==> config.mk <==
export PLATFORM = sky130hd
export DESIGN_NAME = rtype_issue_stage
export DESIGN_NICKNAME = d
export VERILOG_FILES = /design/src/rtl/rtype_issue_stage.sv
export SDC_FILE = /design/constraint.sdc
export NUM_CORES = 2
export LEC_CHECK = 0
export ABC_AREA = 1
export CORE_MARGIN = 8
export CORE_UTILIZATION = 30
export DETAILED_ROUTE_END_ITERATION = 8
export HOLD_SLACK_MARGIN = 0.08
export PLACE_DENSITY = 0.42
export SYNTH_ARGS = -nofsm -noshare
export SYNTH_HDL_FRONTEND = slang
export SYNTH_SLANG_ARGS = --single-unit
==> constraint.sdc <==
create_clock -name clk -period 2.4 [get_ports clk]
set_clock_uncertainty 0.05 [all_clocks]
set_input_delay 0.36 -clock clk [delete_from_list [all_inputs] [get_ports clk]]
set_output_delay 0.36 -clock clk [all_outputs]
set_load 0.1 [all_outputs]
==> src/rtl/rtype_issue_stage.sv <==
// rtype_issue_stage - R-type decode/operand-fetch stage feeding the ALU.
// Holds a 32x32 register file with writeback bypass and a single registered issue slot.
module rtype_issue_stage #(
    parameter int CNT_W = 16
) (
    input  logic             clk,
    input  logic             reset,
    input  logic             in_valid,
    output logic             in_ready,
    input  logic [31:0]      in_instr,
    output logic             out_valid,
    input  logic             out_ready,
    output logic [5:0]       out_funct,
    output logic [4:0]       out_shamt,
    output logic [31:0]      out_a,
    output logic [31:0]      out_b,
    output logic [4:0]       out_rd,
    input  logic             wb_en,
    input  logic [4:0]       wb_addr,
    input  logic [31:0]      wb_data,
    output logic             illegal,
    output logic [CNT_W-1:0] issue_count
);

    logic [31:0]      rf_q [0:31];

    logic             valid_q, valid_d;
    logic [5:0]       funct_q, funct_d;
    logic [4:0]       shamt_q, shamt_d;
    logic [4:0]       rd_q, rd_d;
    logic [4:0]       rs_q, rs_d;
    logic [4:0]       rt_q, rt_d;
    logic [31:0]      a_q, a_d;
    logic [31:0]      b_q, b_d;
    logic             illegal_q, illegal_d;
    logic [CNT_W-1:0] count_q, count_d;

    logic [4:0]       in_rs, in_rt;
    logic [31:0]      fetch_a, fetch_b;
    logic             legal, accept, wb_live;

    assign in_rs   = in_instr[25:21];
    assign in_rt   = in_instr[20:16];
    assign wb_live = wb_en && (wb_addr != 5'd0);

    assign in_ready = !valid_q || out_ready;
    assign accept   = in_valid && in_ready;

    always_comb begin
        legal = 1'b0;
        if (in_instr[31:26] == 6'd0) begin
            case (in_instr[5:0])
                6'h00, 6'h02, 6'h03, 6'h04,
                6'h20, 6'h22, 6'h24, 6'h25, 6'h2A: legal = 1'b1;
                default:                           legal = 1'b0;
            endcase
        end
    end

    // Writeback landing this edge is forwarded so the issued operand is never stale.
    always_comb begin
        fetch_a = rf_q[in_rs];
        fetch_b = rf_q[in_rt];
        if (in_rs == 5'd0)
            fetch_a = 32'd0;
        else if (wb_live && wb_addr == in_rs)
            fetch_a = wb_data;
        if (in_rt == 5'd0)
            fetch_b = 32'd0;
        else if (wb_live && wb_addr == in_rt)
            fetch_b = wb_data;
    end

    always_comb begin
        valid_d   = valid_q && !out_ready;
        funct_d   = funct_q;
        shamt_d   = shamt_q;
        rd_d      = rd_q;
        rs_d      = rs_q;
        rt_d      = rt_q;
        a_d       = a_q;
        b_d       = b_q;
        illegal_d = accept && !legal;
        count_d   = count_q;

        if (accept && legal) begin
            valid_d = 1'b1;
            funct_d = in_instr[5:0];
            shamt_d = in_instr[10:6];
            rd_d    = in_instr[15:11];
            rs_d    = in_rs;
            rt_d    = in_rt;
            a_d     = fetch_a;
            b_d     = fetch_b;
            count_d = count_q + CNT_W'(1);
        end else if (valid_q && !out_ready) begin
            // A stalled slot tracks writebacks to its sources so it issues current values.
            if (wb_live && wb_addr == rs_q)
                a_d = wb_data;
            if (wb_live && wb_addr == rt_q)
                b_d = wb_data;
        end
    end

    always_ff @(posedge clk) begin
        if (reset) begin
            valid_q   <= 1'b0;
            funct_q   <= 6'd0;
            shamt_q   <= 5'd0;
            rd_q      <= 5'd0;
            rs_q      <= 5'd0;
            rt_q      <= 5'd0;
            a_q       <= 32'd0;
            b_q       <= 32'd0;
            illegal_q <= 1'b0;
            count_q   <= '0;
        end else begin
            valid_q   <= valid_d;
            funct_q   <= funct_d;
            shamt_q   <= shamt_d;
            rd_q      <= rd_d;
            rs_q      <= rs_d;
            rt_q      <= rt_d;
            a_q       <= a_d;
            b_q       <= b_d;
            illegal_q <= illegal_d;
            count_q   <= count_d;
        end
    end

    always_ff @(posedge clk) begin
        if (reset) begin
            for (int i = 0; i < 32; i++)
                rf_q[i] <= 32'd0;
        end else if (wb_live) begin
            rf_q[wb_addr] <= wb_data;
        end
    end

    assign out_valid   = valid_q;
    assign out_funct   = funct_q;
    assign out_shamt   = shamt_q;
    assign out_a       = a_q;
    assign out_b       = b_q;
    assign out_rd      = rd_q;
    assign illegal     = illegal_q;
    assign issue_count = count_q;

endmodule

==> reports/results.md <==
• **final-layout setup total negative slack** 0 ns
• **logic depth of the worst register-to-register path** 10
• **share of layout cells above drive strength 1** 10.97%
• **Peak VDD IR** 0.0007197 V
• **Crit path required time** 3.02 ns
• **number of H-tree branching levels** 4
• **category of the critical setup timing path** primary input to flip-flop
• **initial antenna violation count** 0
• **Post-DP HPWL** 171.1 mm
• **mean instance size in the synthesized netlist** 8.006 µm²
• **number of iterations in the first detailed-routing pass** 6
• **Inserted Clock Buffers** 140
• **maximum clock rate** 469.5 MHz
• **number of max-cap violations** 0
• **Gate power share** 13.5%
• **Area after DPL** 0.06987 mm²
• **CTS Sinks** 1,132
• **fraction of power spent switching nets** 27.43%
• **final core area utilization** 36.35%
• **via total after detailed routing** 55,181
• **initial detailed-routing violation count** 5,484
• **sequential cell area fraction in the yosys report** 53.45%
• **data arrival time of the worst path** 2.75 ns
• **mean routed wirelength per cell** 24.09 µm
• **Filler Cells Inserted** 21,048
• **via count of the first global-routing pass** 53,691
• **post-synthesis compound-gate area fraction** 10.53%
• **Unique masters post-synth** 35
• **Post-synth top flop** edfxtp_1
• **CP most frequent cell** nor2_1
• **Die Height** 469.1 µm
• **r2r setup slk** 0.48 ns
• **WHS Endpoint** out_funct[2]
• **Pint** 36.88 mW
• **Async S/R FF share, synth** 0%
• **main combinational cell family by area after synthesis** simple AND/OR/NAND/NOR gates
• **number of enable flip-flop cells after synthesis** 1,024
• **worst hold stages** 3
• **gate count of the mapped netlist** 7,692
• **biggest cell delay along the critical path** 0.54 ns
• **simple-gate share of the synthesized area** 28.20%
• **first-pass GRT wire length** 372.4 mm
• **headroom to the max-slew limit** 40.31%
• **clock slew seen by the registers of the worst setup and hold paths** 0.06 ns
• **result of the run** finished, final reports clean
• **Routability Congestion** 0.8528
• **placeable core region** 0.2044 mm²
• **global route overflow** 0
• **final setup violation count** 0
• **remaining antenna violation count** 0
• **Yosys Warn Count** 0
• **actual slew at the worst max-slew pin** 0.8953 ns
• **RSZ-0062 raised after global routing** false
• **area delta synth->final** 20.65%
• **Worst Hold Margin** 0.1527 ns
• **xor/xnor share of the synthesized area** 0.3840%
• **r2r startpoint** rf_q[27][9]
• **clock root buffer** clkbuf_16
• **final clock period utilization by the worst path** 88.75%
• **maximum buffer depth of the clock tree** 3
• **power spent charging and discharging nets** 13.94 mW
• **global-route usage over all layers** 22.75%
• **cell row count** 166
• **final antenna diode count** 0
• **number of buffer cells added on primary ports** 172
• **Hold Violations, Final** 0
• **Post-Synth Adder-Cell Area** 0.02032%
• **Die W** 469.1 µm
• **clock tree from TritonCTS** built
• **DR DRC count** 0
• **fraction of synthesized area in multiplexers** 0%
• **leakage power** 30.04 nW
• **ratio of routed vias to standard cells** 5.166
• **flop and latch count out of synthesis** 1,132
• **share of power burned in the clock network** 41.4%
• **Routed Wire Length** 257.4 mm
• **slowest library cell on the worst path** dlygate4sd3_1
• **maximum number of pins on one net before global-route repair** 65
• **area of the mapped netlist** 0.06158 mm²
• **hold-fix buffers at CTS** 2
• **clock network latency to the later pin of the worst-skew pair** 0.78 ns
• **reg-to-reg endpoint** out_a[9]
• **total number of nets in the final design** 7,960
• **total die area** 0.2200 mm²
• **Worst Hold Launch** in_instr[2]
• **effective utilization at floorplan** 30.13%
• **cell area after layout** 0.07430 mm²
• **biggest fanout along the worst timing path** 26
• **io pins** 173
• **Worst setup SP type** primary input
• **Critical Path Sink Type** flip-flop
• **min-delay worst type** primary input to flip-flop
• **cells resized by post-CTS repair** 0
• **chain of cells forming the critical path** dlygate4sd3_1 -> clkdlybuf4s50_1 -> inv_1 -> o211ai_1 -> nor2_1 -> nand3_2 -> inv_2 -> buf_4 -> nor2_1 -> nor2_1 -> a21oi_1
• **power density over cell area** 684.0 mW/mm²
• **setup fix buffers added after clock tree synthesis** 0
• **final number of max-transition violations** 0
• **sequential power share** 45.1%
• **crit path time final** 2.130 ns
cells in the mapped netlist, types with 2 or more instances:
library cell | count | area share (%)
nor3_1 | 16 | 0.13
buf_1 | 46 | 0.28
nand2_1 | 2129 | 13
o211ai_1 | 290 | 3.5
clkinv_1 | 2 | 0.012
nor2_2 | 3 | 0.030
inv_1 | 340 | 2.1
edfxtp_1 | 1024 | 50
nor2_4 | 2 | 0.037
xor2_1 | 12 | 0.17
xnor2_1 | 15 | 0.21
nand4_4 | 2 | 0.069
dfxtp_1 | 108 | 3.5
a21oi_1 | 551 | 4.5
nand3_1 | 693 | 5.6
o21ai_0 | 300 | 2.4
clkbuf_1 | 199 | 1.2
nor4_1 | 2 | 0.020
nand4_1 | 6 | 0.061
inv_2 | 14 | 0.085
inv_4 | 3 | 0.030
nor2_1 | 1503 | 9.2
buf_2 | 343 | 2.8
o21ai_1 | 8 | 0.065
buf_6 | 8 | 0.15
buf_4 | 64 | 0.78
metal layers:
layer	routed length [µm]	global-route usage [%]	up-vias
met4	12020	9.717	0
met2	119400	37.14	1980
li1	-	-	25872
met5	0	0	-
met3	13580	2.631	419
met1	112400	30.59	26910
cell type report:
class | instances | area [µm²] | share of cell area, %
Clock inverter | 57 | 481.7 | 0.6484
Timing Repair Buffer | 680 | 7885 | 10.61
Inverter | 359 | 1380 | 1.858
Clock buffer | 194 | 3921 | 5.278
Multi-Input combinational cell | 5572 | 24350 | 32.78
Sequential cell | 1132 | 32910 | 44.30
Tap cell | 2688 | 3363 | 4.527
cells in the final DEF, fill, tap and decap left out, types with 3 or more instances in the layout:
| cell | netlist | final |
|---|---|---|
| bufinv_16 | 0 | 8 |
| clkinv_1 | 2 | 31 |
| nand2_1 | 2129 | 2081 |
| o21ai_1 | 8 | 8 |
| a21oi_1 | 551 | 551 |
| inv_1 | 340 | 337 |
| clkbuf_16 | 0 | 149 |
| nand4_1 | 6 | 6 |
| edfxtp_1 | 1024 | 1024 |
| o211ai_1 | 290 | 290 |
| buf_8 | 0 | 4 |
| dfxtp_1 | 108 | 107 |
| nor2_4 | 2 | 4 |
| clkbuf_1 | 199 | 42 |
| buf_2 | 343 | 3 |
| inv_6 | 0 | 5 |
| conb_1 | 1 | 32 |
| buf_4 | 64 | 400 |
| clkinv_2 | 0 | 15 |
| nand2_2 | 1 | 49 |
| clkdlybuf4s50_1 | 0 | 62 |
| nand3_1 | 693 | 693 |
| xnor2_1 | 15 | 15 |
| inv_2 | 14 | 14 |
| o21ai_0 | 300 | 300 |
| nor2_1 | 1503 | 1503 |
| buf_12 | 0 | 207 |
| xor2_1 | 12 | 12 |
| nor3_1 | 16 | 16 |
| clkinv_8 | 0 | 3 |
power groups by stage:
stage,registers (mW),clock network [mW],logic (mW)
2_1_floorplan,23.2,0,3.56
3_3_place_gp,23.3,0,6.86
3_5_place_dp,23.3,0,6.88
4_1_cts,22.9,21.5,6.91
5_1_grt,23.0,22.2,7.41
6_report,22.9,21.0,6.86
worst max path at each step:
stage | end | cells past startpoint | slack, ns | start
floorplan | rf_q[7][0] | 10 | -0.12 | wb_addr[3]
global placement | rf_q[17][16] | 11 | -0.26 | wb_addr[4]
detailed placement | rf_q[17][9] | 11 | -0.26 | wb_addr[3]
CTS | issue_count[0] | 1 | 0.32 | issue_count[0]
global route | out_a[15] | 11 | 0.14 | in_instr[3]
finish | out_a[15] | 11 | 0.27 | in_instr[3]
metrics by stage:
| step | total power [mW] | std cells | worst slack, ns |
|---|---|---|---|
| floorplan | 26.75 | 7723 | -0.1163 |
| CTS | 51.32 | 10682 | 0.3164 |
| global route | 52.64 | 10682 | 0.1408 |
| detailed placement | 30.21 | 10429 | -0.2593 |
| global placement | 30.17 | 10429 | -0.2593 |
| finish | 50.82 | 10682 | 0.2700 |
worst max-delay path, delay by kind of cell:
| kind | cells | cell delay, ns |
|---|---|---|
| compound gates | 2 | 0.17 |
| buf+inv | 5 | 1.60 |
| simple gates | 4 | 0.59 |
flip-flops by register name, indices dropped and copies added (netlist names):
signal	flops
illegal	1
rf_q	1024
out_b	32
issue_count	16
rs_q	5
out_valid	1
rt_q	5
out_shamt	5
out_rd	5
out_funct	6
out_a	32
cell families (layout without fill, tap and decap cells):
kind of cell | Yosys count | after routing
flops | 1132 | 1132
simple gates | 4362 | 4362
xor+xnor | 27 | 27
fa+ha+maj | 1 | 1
other cells | 1 | 32
compound gates | 1150 | 1150
buf+inv | 1019 | 1290
Power figures use the tool's default switching activity.
